$ cat src/rtl/rrns_enc_arbiter.sv
// Round-robin sequencer sharing one RRNS encoder among NUM_REQ requesters.
// Latency: accept A, enc_start A+1, result A+3 with a 1-cycle encoder; 1 result per 4 cycles.
// Backpressure: one job in flight; req_ready only in IDLE; result held until res_ready.
//
// Ports:
//   clk, rst_n                    clock, asynchronous active-low reset
//   req_valid/req_data/req_ready  per-requester valid/ready input, 16-bit word each
//   enc_start/enc_data_in         start pulse and held operand towards the encoder
//   enc_residues/enc_done         encoder result and its valid strobe
//   res_valid/res_ready           result handshake
//   res_residues/res_id/res_err   captured residues, owning requester, timeout flag
//   busy, timeout_count           state != IDLE, saturating timeout counter
module rrns_enc_arbiter #(
    parameter int NUM_REQ = 4,
    parameter int ID_W    = 2,
    parameter int TIMEOUT = 15
) (
    input  logic                  clk,
    input  logic                  rst_n,
    input  logic [NUM_REQ-1:0]    req_valid,
    input  logic [16*NUM_REQ-1:0] req_data,
    output logic [NUM_REQ-1:0]    req_ready,
    output logic                  enc_start,
    output logic [15:0]           enc_data_in,
    input  logic [63:0]           enc_residues,
    input  logic                  enc_done,
    output logic                  res_valid,
    input  logic                  res_ready,
    output logic [63:0]           res_residues,
    output logic [ID_W-1:0]       res_id,
    output logic                  res_err,
    output logic                  busy,
    output logic [7:0]            timeout_count
);

    localparam int TMR_W = $clog2(TIMEOUT);

    typedef enum logic [1:0] {
        ST_IDLE  = 2'd0,
        ST_ISSUE = 2'd1,
        ST_WAIT  = 2'd2,
        ST_OUT   = 2'd3
    } state_t;

    state_t            state;
    state_t            state_nxt;
    logic [ID_W-1:0]   rr_ptr;
    logic [15:0]       data_q;
    logic [TMR_W-1:0]  timer;
    logic              timer_exp;
    logic              grant_vld;
    logic [ID_W-1:0]   grant_idx;
    logic [15:0]       grant_data;

    // (base + k) mod NUM_REQ; both operands are below NUM_REQ so one wrap suffices.
    function automatic logic [ID_W-1:0] wrap_add(input logic [ID_W-1:0] base, input int k);
        int s;
        s = int'(base) + k;
        if (s >= NUM_REQ) begin
            s = s - NUM_REQ;
        end
        return ID_W'(s);
    endfunction

    // First valid requester at or after rr_ptr, wrapping around.
    always_comb begin
        grant_vld = 1'b0;
        grant_idx = '0;
        for (int k = 0; k < NUM_REQ; k++) begin
            if (!grant_vld && req_valid[wrap_add(rr_ptr, k)]) begin
                grant_vld = 1'b1;
                grant_idx = wrap_add(rr_ptr, k);
            end
        end
    end

    assign grant_data = req_data[16*grant_idx +: 16];
    assign timer_exp  = (timer == TMR_W'(TIMEOUT - 1));

    // req_ready is combinational from req_valid; gating with rst_n keeps every
    // output low while reset is asserted even if requesters are already valid.
    always_comb begin
        req_ready = '0;
        if (state == ST_IDLE && grant_vld && rst_n) begin
            req_ready[grant_idx] = 1'b1;
        end
    end

    always_ff @(posedge clk or negedge rst_n) begin
        if (!rst_n) begin
            state <= ST_IDLE;
        end else begin
            state <= state_nxt;
        end
    end

    // enc_done is only looked at in WAIT, so a stray or late done is harmless.
    // In WAIT a done in the expiry cycle wins over the timeout.
    always_comb begin
        state_nxt = state;
        case (state)
            ST_IDLE:  if (grant_vld) state_nxt = ST_ISSUE;
            ST_ISSUE: state_nxt = ST_WAIT;
            ST_WAIT:  if (enc_done || timer_exp) state_nxt = ST_OUT;
            ST_OUT:   if (res_ready) state_nxt = ST_IDLE;
            default:  state_nxt = ST_IDLE;
        endcase
    end

    assign enc_start   = (state == ST_ISSUE);
    assign res_valid   = (state == ST_OUT);
    assign busy        = (state != ST_IDLE);
    assign enc_data_in = data_q;

    always_ff @(posedge clk or negedge rst_n) begin
        if (!rst_n) begin
            rr_ptr        <= '0;
            data_q        <= '0;
            timer         <= '0;
            res_residues  <= '0;
            res_id        <= '0;
            res_err       <= 1'b0;
            timeout_count <= '0;
        end else begin
            case (state)
                ST_IDLE: begin
                    if (grant_vld) begin
                        data_q <= grant_data;
                        res_id <= grant_idx;
                    end
                end
                ST_ISSUE: begin
                    timer <= '0;
                end
                ST_WAIT: begin
                    if (enc_done) begin
                        res_residues <= enc_residues;
                        res_err      <= 1'b0;
                    end else if (timer_exp) begin
                        res_residues <= '0;
                        res_err      <= 1'b1;
                        if (timeout_count != 8'hFF) begin
                            timeout_count <= timeout_count + 8'd1;
                        end
                    end else begin
                        timer <= timer + TMR_W'(1);
                    end
                end
                ST_OUT: begin
                    // Fairness: the requester just served goes to the back of the ring.
                    if (res_ready) begin
                        rr_ptr <= wrap_add(res_id, 1);
                    end
                end
                default: ;
            endcase
        end
    end

endmodule

$ cat config.mk
export PLATFORM = sky130hd
export DESIGN_NAME = rrns_enc_arbiter
export DESIGN_NICKNAME = d
export VERILOG_FILES = /design/src/rtl/rrns_enc_arbiter.sv
export SDC_FILE = /design/constraint.sdc
export NUM_CORES = 1
export LEC_CHECK = 0
export ABC_AREA = 1
export BUFFER_PORTS_ARGS = -buffer_cell sky130_fd_sc_hd__buf_2
export CORE_ASPECT_RATIO = 0.75
export CORE_MARGIN = 1
export CORE_UTILIZATION = 43
export CTS_BUF_LIST = sky130_fd_sc_hd__clkbuf_4
export DETAILED_ROUTE_END_ITERATION = 6
export PLACE_DENSITY = 0.85
export REMOVE_ABC_BUFFERS = 1
export SYNTH_ARGS = -nofsm -noshare
export SYNTH_HDL_FRONTEND = slang
export SYNTH_SLANG_ARGS = --single-unit
$ cat constraint.sdc
create_clock -name clk -period 1.85 [get_ports clk]
set_input_delay 0.185 -clock clk [delete_from_list [all_inputs] [get_ports clk]]
set_output_delay 0.185 -clock clk [all_outputs]
set_load 0.1 [all_outputs]
After elaboration in Yosys (flattened, before gate mapping)
Cells that the tools add are included.
- bits in registers: 99
- input bits: 136
- logic and storage cells: 97
- output and inout bits: 98
- shifts and indexed selects: 1
- bitwise gates (word level): 1
- order comparisons: 11
- equality and inequality tests: 10
- $add $sub $neg: 11
- mux-type cells: 35
- reduce and logical (&&, ||, !) cells: 20
- operators by type and width (cell ; number):
    2-to-1 mux 64 bit ; 2
    indexed part select 64 x 7 -> 16 bit ; 1
    2-to-1 mux 2 bit ; 12
    less-than comparator 2 x 3 -> 1 bit, second input constant ; 5
    >= comparator 3 bit, second input constant ; 4
    2-to-1 mux 4 bit ; 3
    2-to-1 mux 1 bit ; 11
    subtractor 2 x 1 -> 2 bit, second input constant ; 5
    adder 8 x 1 -> 8 bit, second input constant ; 1
    binary-select mux 1 bit (select 2 bit) ; 4
    inequality test 2 bit, second input constant ; 4
    inequality test 8 bit, second input constant ; 1
    one-hot mux 2 bit (4 select lines) ; 1
    one-hot mux 4 bit (2 select lines) ; 1
    adder 2 x 1 -> 3 bit, second input constant ; 2
    adder 2 x 2 -> 3 bit, second input constant ; 2
    logical AND 1 bit ; 6
    AND reduction 2 bit ; 3
    AND reduction 3 bit ; 2
    nonzero test 2 bit ; 3
    adder 4 x 1 -> 4 bit, second input constant ; 1
    equality test 2 bit, second input constant ; 2
    equality test 4 bit, second input constant ; 1
    AND reduction 4 bit ; 1
    9 further kinds ; 11

Logic depth before layout (Yosys ltp)
- depth in word-level cells: 19
- gate-level depth with buffers: 16

Worst setup path after synthesis
OpenSTA, ideal clock, no wires.
- kind: reg-to-output
- start point: register rr_ptr[0]
- end point: output req_ready[2]
- data required time: 1.665 ns
- stages on the path, launching flop included: 14
- setup slack: -1.841 ns
- path buffers: 2
- data arrival time: 3.506 ns
- path through: dfrtp_1 -> buf_4 -> nand2_1 -> nand2_2 -> nand2_4 -> nand2_4 -> nor2_8 -> nand2_4 -> nand2_1 -> inv_2 -> nor2_4 -> nor2_8 -> buf_8 -> nor3_1
- longest elaborated chain between the ends: 19
- ends and longest elaborated chain (element ; line ; RTL):
    from (decl) ; 47 ; logic [ID_W-1:0] rr_ptr;
    from (signal assigned) ; 152 ; rr_ptr <= wrap_add(res_id, 1);
    parallel branches: the longest is 18 deep, another holds adder 2 x 1 -> 3 bit ; n/a ;
    2-to-1 mux 4 bit (*) ; 84 ; if (state == ST_IDLE && grant_vld && rst_n) begin
    to (decl) ; 22 ; output logic [NUM_REQ-1:0] req_ready,
Mark *: on every way between the ends. The select of a mux whose other input is x is not followed.

Worst setup path after layout
- start point: register rr_ptr[0]
- end point: output req_ready[1]
The elaborated chain is that of the path after synthesis.

==> results list <==
* EDFF count, synth: 0
* Maximum fanout count along the critical path: 8
- Clock root buffer: clkbuf_4
- In the layout the commonest cells are 225 x buf_2, 194 x nand2_1, 97 x dfrtp_1, 65 x dlygate4sd3_1, 64 x a22o_1.
- Counting along the longest clock path gives a buffer depth of 2.
- The repair_antennas step left the layout with diodes totalling 0.
- The clock net in this run drives a total of 99 sinks.
- Before antenna repair, the detailed router went through 6 iterations.
- The floorplan has 33 rows.
* Synthesized instance count: 536
* Endpoint class of the critical path: output pin
- For this run, the number of Yosys warnings is 0.
- The H-tree was split into 3 levels.
- Fraction of registers with async set or reset after synthesis: 1.00
* Number of distinct library cell variants in the gate-level netlist after synthesis: 31
* Max-Cap Viols: 0
- In the routed design, unresolved DRC markers number 12.
- Die Span X: 125 microns
- Based on the critical path, the design can be clocked at up to 390 MHz.
* Worst Min Path Start: res_ready
* Post-route ant nets: 0
* Total routing resource utilization after global routing: 0.235
- The worst pin sits at a relative slew slack of 0.658.
* TritonCTS clock tree: done
* Boundary pin count: 234
- In this run, the number of DRC markers left after iteration 0 of detailed routing was 266.
- Failing checks: design-rule violations, negative setup slack
- The library cell used most frequently in the layout, excluding fill and tap cells, is buf_2.
- Setup violations remaining at the end of the flow were counted as 22.
- Post-synthesis register bit count: 99
- Setup repair after global routing could not meet its margin everywhere.
* Outcome: finished with violations
* Count of cells along the worst register-to-register path: 17
- Final layout net count: 995
- Sequential share of the synthesized area: 0.508
* CTS clk-pin slew, worst paths: 0.15 ns
- The count of buffers added on input and output ports is 233.
- Number of global-route vias before repair: 4632
- Final hold violations: 0
- Once routing completed, OpenROAD measured the worst setup slack at -0.716 ns.
- Instance count along the most critical hold path: 4
* Layout-stage area growth over the synthesis result: 52.8%
- On the worst path, the slowest cell contributes a delay of 0.46 ns.
- Pin count of the biggest net entering global routing: 100
* Avg Vias per Cell: 5.09
- The final max-slew violation count came to 0.
- The clock reaches the later pin of the worst-skew pair after 0.46 ns.
* Highest-delay cell along the critical path: dfrtp_2
- Routed wire length per instance: 14.5 microns
* Fraction of layout cells with a size suffix above 1: 0.403
- Hold Path End: rr_ptr[1]
- The floorplan step set the die height to 94.2 microns.
- Number of antenna violations at the first check in global routing: 0
* Global-route wire length before repair: 21900 microns
- Worst R2R End: enc_data_in[10]
* Syn avg cell area: 9.09 sq um
* Data required time of the worst path: 1.66 ns
* R2R Setup Slk: -0.24 ns
* Critical Setup Path Class: flop to output pin
- Worst Max-Slew Pin Slew: 0.513 ns
- The routed layout has 5066 vias.
* Routability Congestion: 0.844
* Count of buffering cells on the critical path with inverters included: 5
* Top cell by count, worst path: nand2_4
- Dividing the final minimum period by the clock period gives 1.39.
- Cells traversed along the worst timing path: clkinv_4, nand2_4, nand3_4, nand2_4, nor2_8, nand2_4, nor2_2, inv_1, nand2_1, inv_2, nand2_4, nor3_2, buf_4, buf_12
- The cell family contributing the most delay on the critical path is simple AND/OR/NAND/NOR gates.
- After global routing the overflow that remains totals 0.
* Final HPWL from detailed placement: 9050 microns
- For this block, the routed nets add up to 14400 microns of wire.
- In this run, CTS created clock tree buffers numbering 9.
- Area of the die: 11800 sq um
- Hold crit path type: input port to flop
* Startpoint types: flop
- Data on the critical path arrives at its endpoint at 2.38 ns.
- Cell Area, Synth: 4870 sq um
* Setup WS pre-CTS: -0.227 ns
* Most common flop cell mapped by yosys: dfrtp_1
* Final Skew: 0.0238 ns
* Starting density of the core: 0.444
- Area inside the core boundary: 11000 sq um
- Time the worst path needs with I/O delays and setup: 2.57 ns
- The worst register-to-register path begins at rr_ptr[0].
worst max-delay path by stage:
stage / cells after the start / slack, ns / end / start
floorplan: 9 / -2.45 / req_ready[0] / rr_ptr[0]
global placement: 14 / -0.16 / req_ready[2] / rr_ptr[0]
detailed placement: 12 / -0.23 / req_ready[0] / rr_ptr[0]
CTS: 14 / -0.69 / req_ready[2] / rr_ptr[0]
global route: 14 / -0.83 / req_ready[1] / rr_ptr[0]
finish: 14 / -0.72 / req_ready[1] / rr_ptr[0]
synth_stat cells, types with 3 or more instances:
master	instances	share of area
xor2_1	3	0.0054
nor2_1	12	0.0092
nor3_1	5	0.0051
buf_6	4	0.0092
nand2_1	207	0.16
buf_1	3	0.0023
nand3_2	3	0.0062
buf_4	4	0.0062
clkbuf_1	11	0.0085
inv_2	4	0.0031
nand3_1	40	0.041
o21ai_0	6	0.0062
xnor2_1	6	0.011
nor2_8	3	0.012
buf_2	5	0.0051
a21oi_1	4	0.0041
a22o_1	64	0.11
nand2_4	6	0.014
ha_1	8	0.021
nand2_2	9	0.012
dfrtp_1	99	0.51
inv_1	19	0.015
logic make-up (layout without fill, tap and decap cells):
kind of cell | after synthesis | count (layout) | synth area share
AOI/OAI and AO/OA | 79 | 79 | 0.135
xor gates and xnor gates | 9 | 9 | 0.0162
adders and majority gates | 8 | 8 | 0.0205
buffers and inverters | 52 | 372 | 0.0536
DFF | 99 | 99 | 0.508
and+or+nand+nor | 289 | 289 | 0.267
area by class of cell:
cell class                      instances  area (sq um)
Clock buffer                            9          67.6
Clock inverter                          7          67.6
Fill cell                             849          3530
Inverter                               23           101
Multi-Input combinational cell        385          2320
Sequential cell                        99          2480
Tap cell                              140           175
Timing Repair Buffer                  333          2240
layer usage:
metal,part of all wire,track usage,routed length (microns)
met2,0.50,0.393,7260
met3,0.054,0.0535,776
met5,0,0,0
met4,0.024,0.0854,346
met1,0.42,0.301,6060
registers in the layout (all words and copies together), names as in the netlist:
| name | cells |
|---|---|
| res_err | 1 |
| rr_ptr | 2 |
| timer | 4 |
| res_residues | 64 |
| res_id | 2 |
| state | 2 |
| enc_data_in | 16 |
| timeout_count | 8 |
what timing repair did:
item | 4_1_cts | 5_1_grt
hold endpoints to repair | 163 | 0
buffers inserted | 3 | 7
resized for setup | 15 | 52
endpoints found under the setup margin | 22 | 31
pin swaps | 6 | 20
hold buffers | 65 | 0
metrics by stage:
step | area (sq um) | setup TNS, ns | hold slack (ns) | utilization | std cells
global route | 7450 | -8.41 | 0.0838 | 0.678 | 996
finish | 7450 | -6.02 | 0.0785 | 0.678 | 996
global placement | 6370 | -1.79 | 0.315 | 0.580 | 908
floorplan | 4700 | -159.60 | -0.111 | - | 507
detailed placement | 6370 | -2.81 | 0.311 | 0.580 | 908
CTS | 7220 | -6.06 | 0.0385 | 0.658 | 991
worst register-to-register path, stage by stage, from the launching register on:
cell and delay (ns):
dfrtp_2 0.48, buf_6 0.16, nand2_1 0.08, nand2_2 0.07
nand2_4 0.07, nand2_4 0.06, nor2_8 0.12, buf_4 0.13
nand3_2 0.05, nand2_2 0.12, nand2_4 0.10, buf_6 0.20
nand2_1 0.08, nand2_1 0.05, nand2_1 0.06, nand2_1 0.06
nand2_1 0.06, nand2_1 0.06
Power is not shown: default switching activity piles up to over one toggle a cycle in this logic, so the estimate is an artifact.
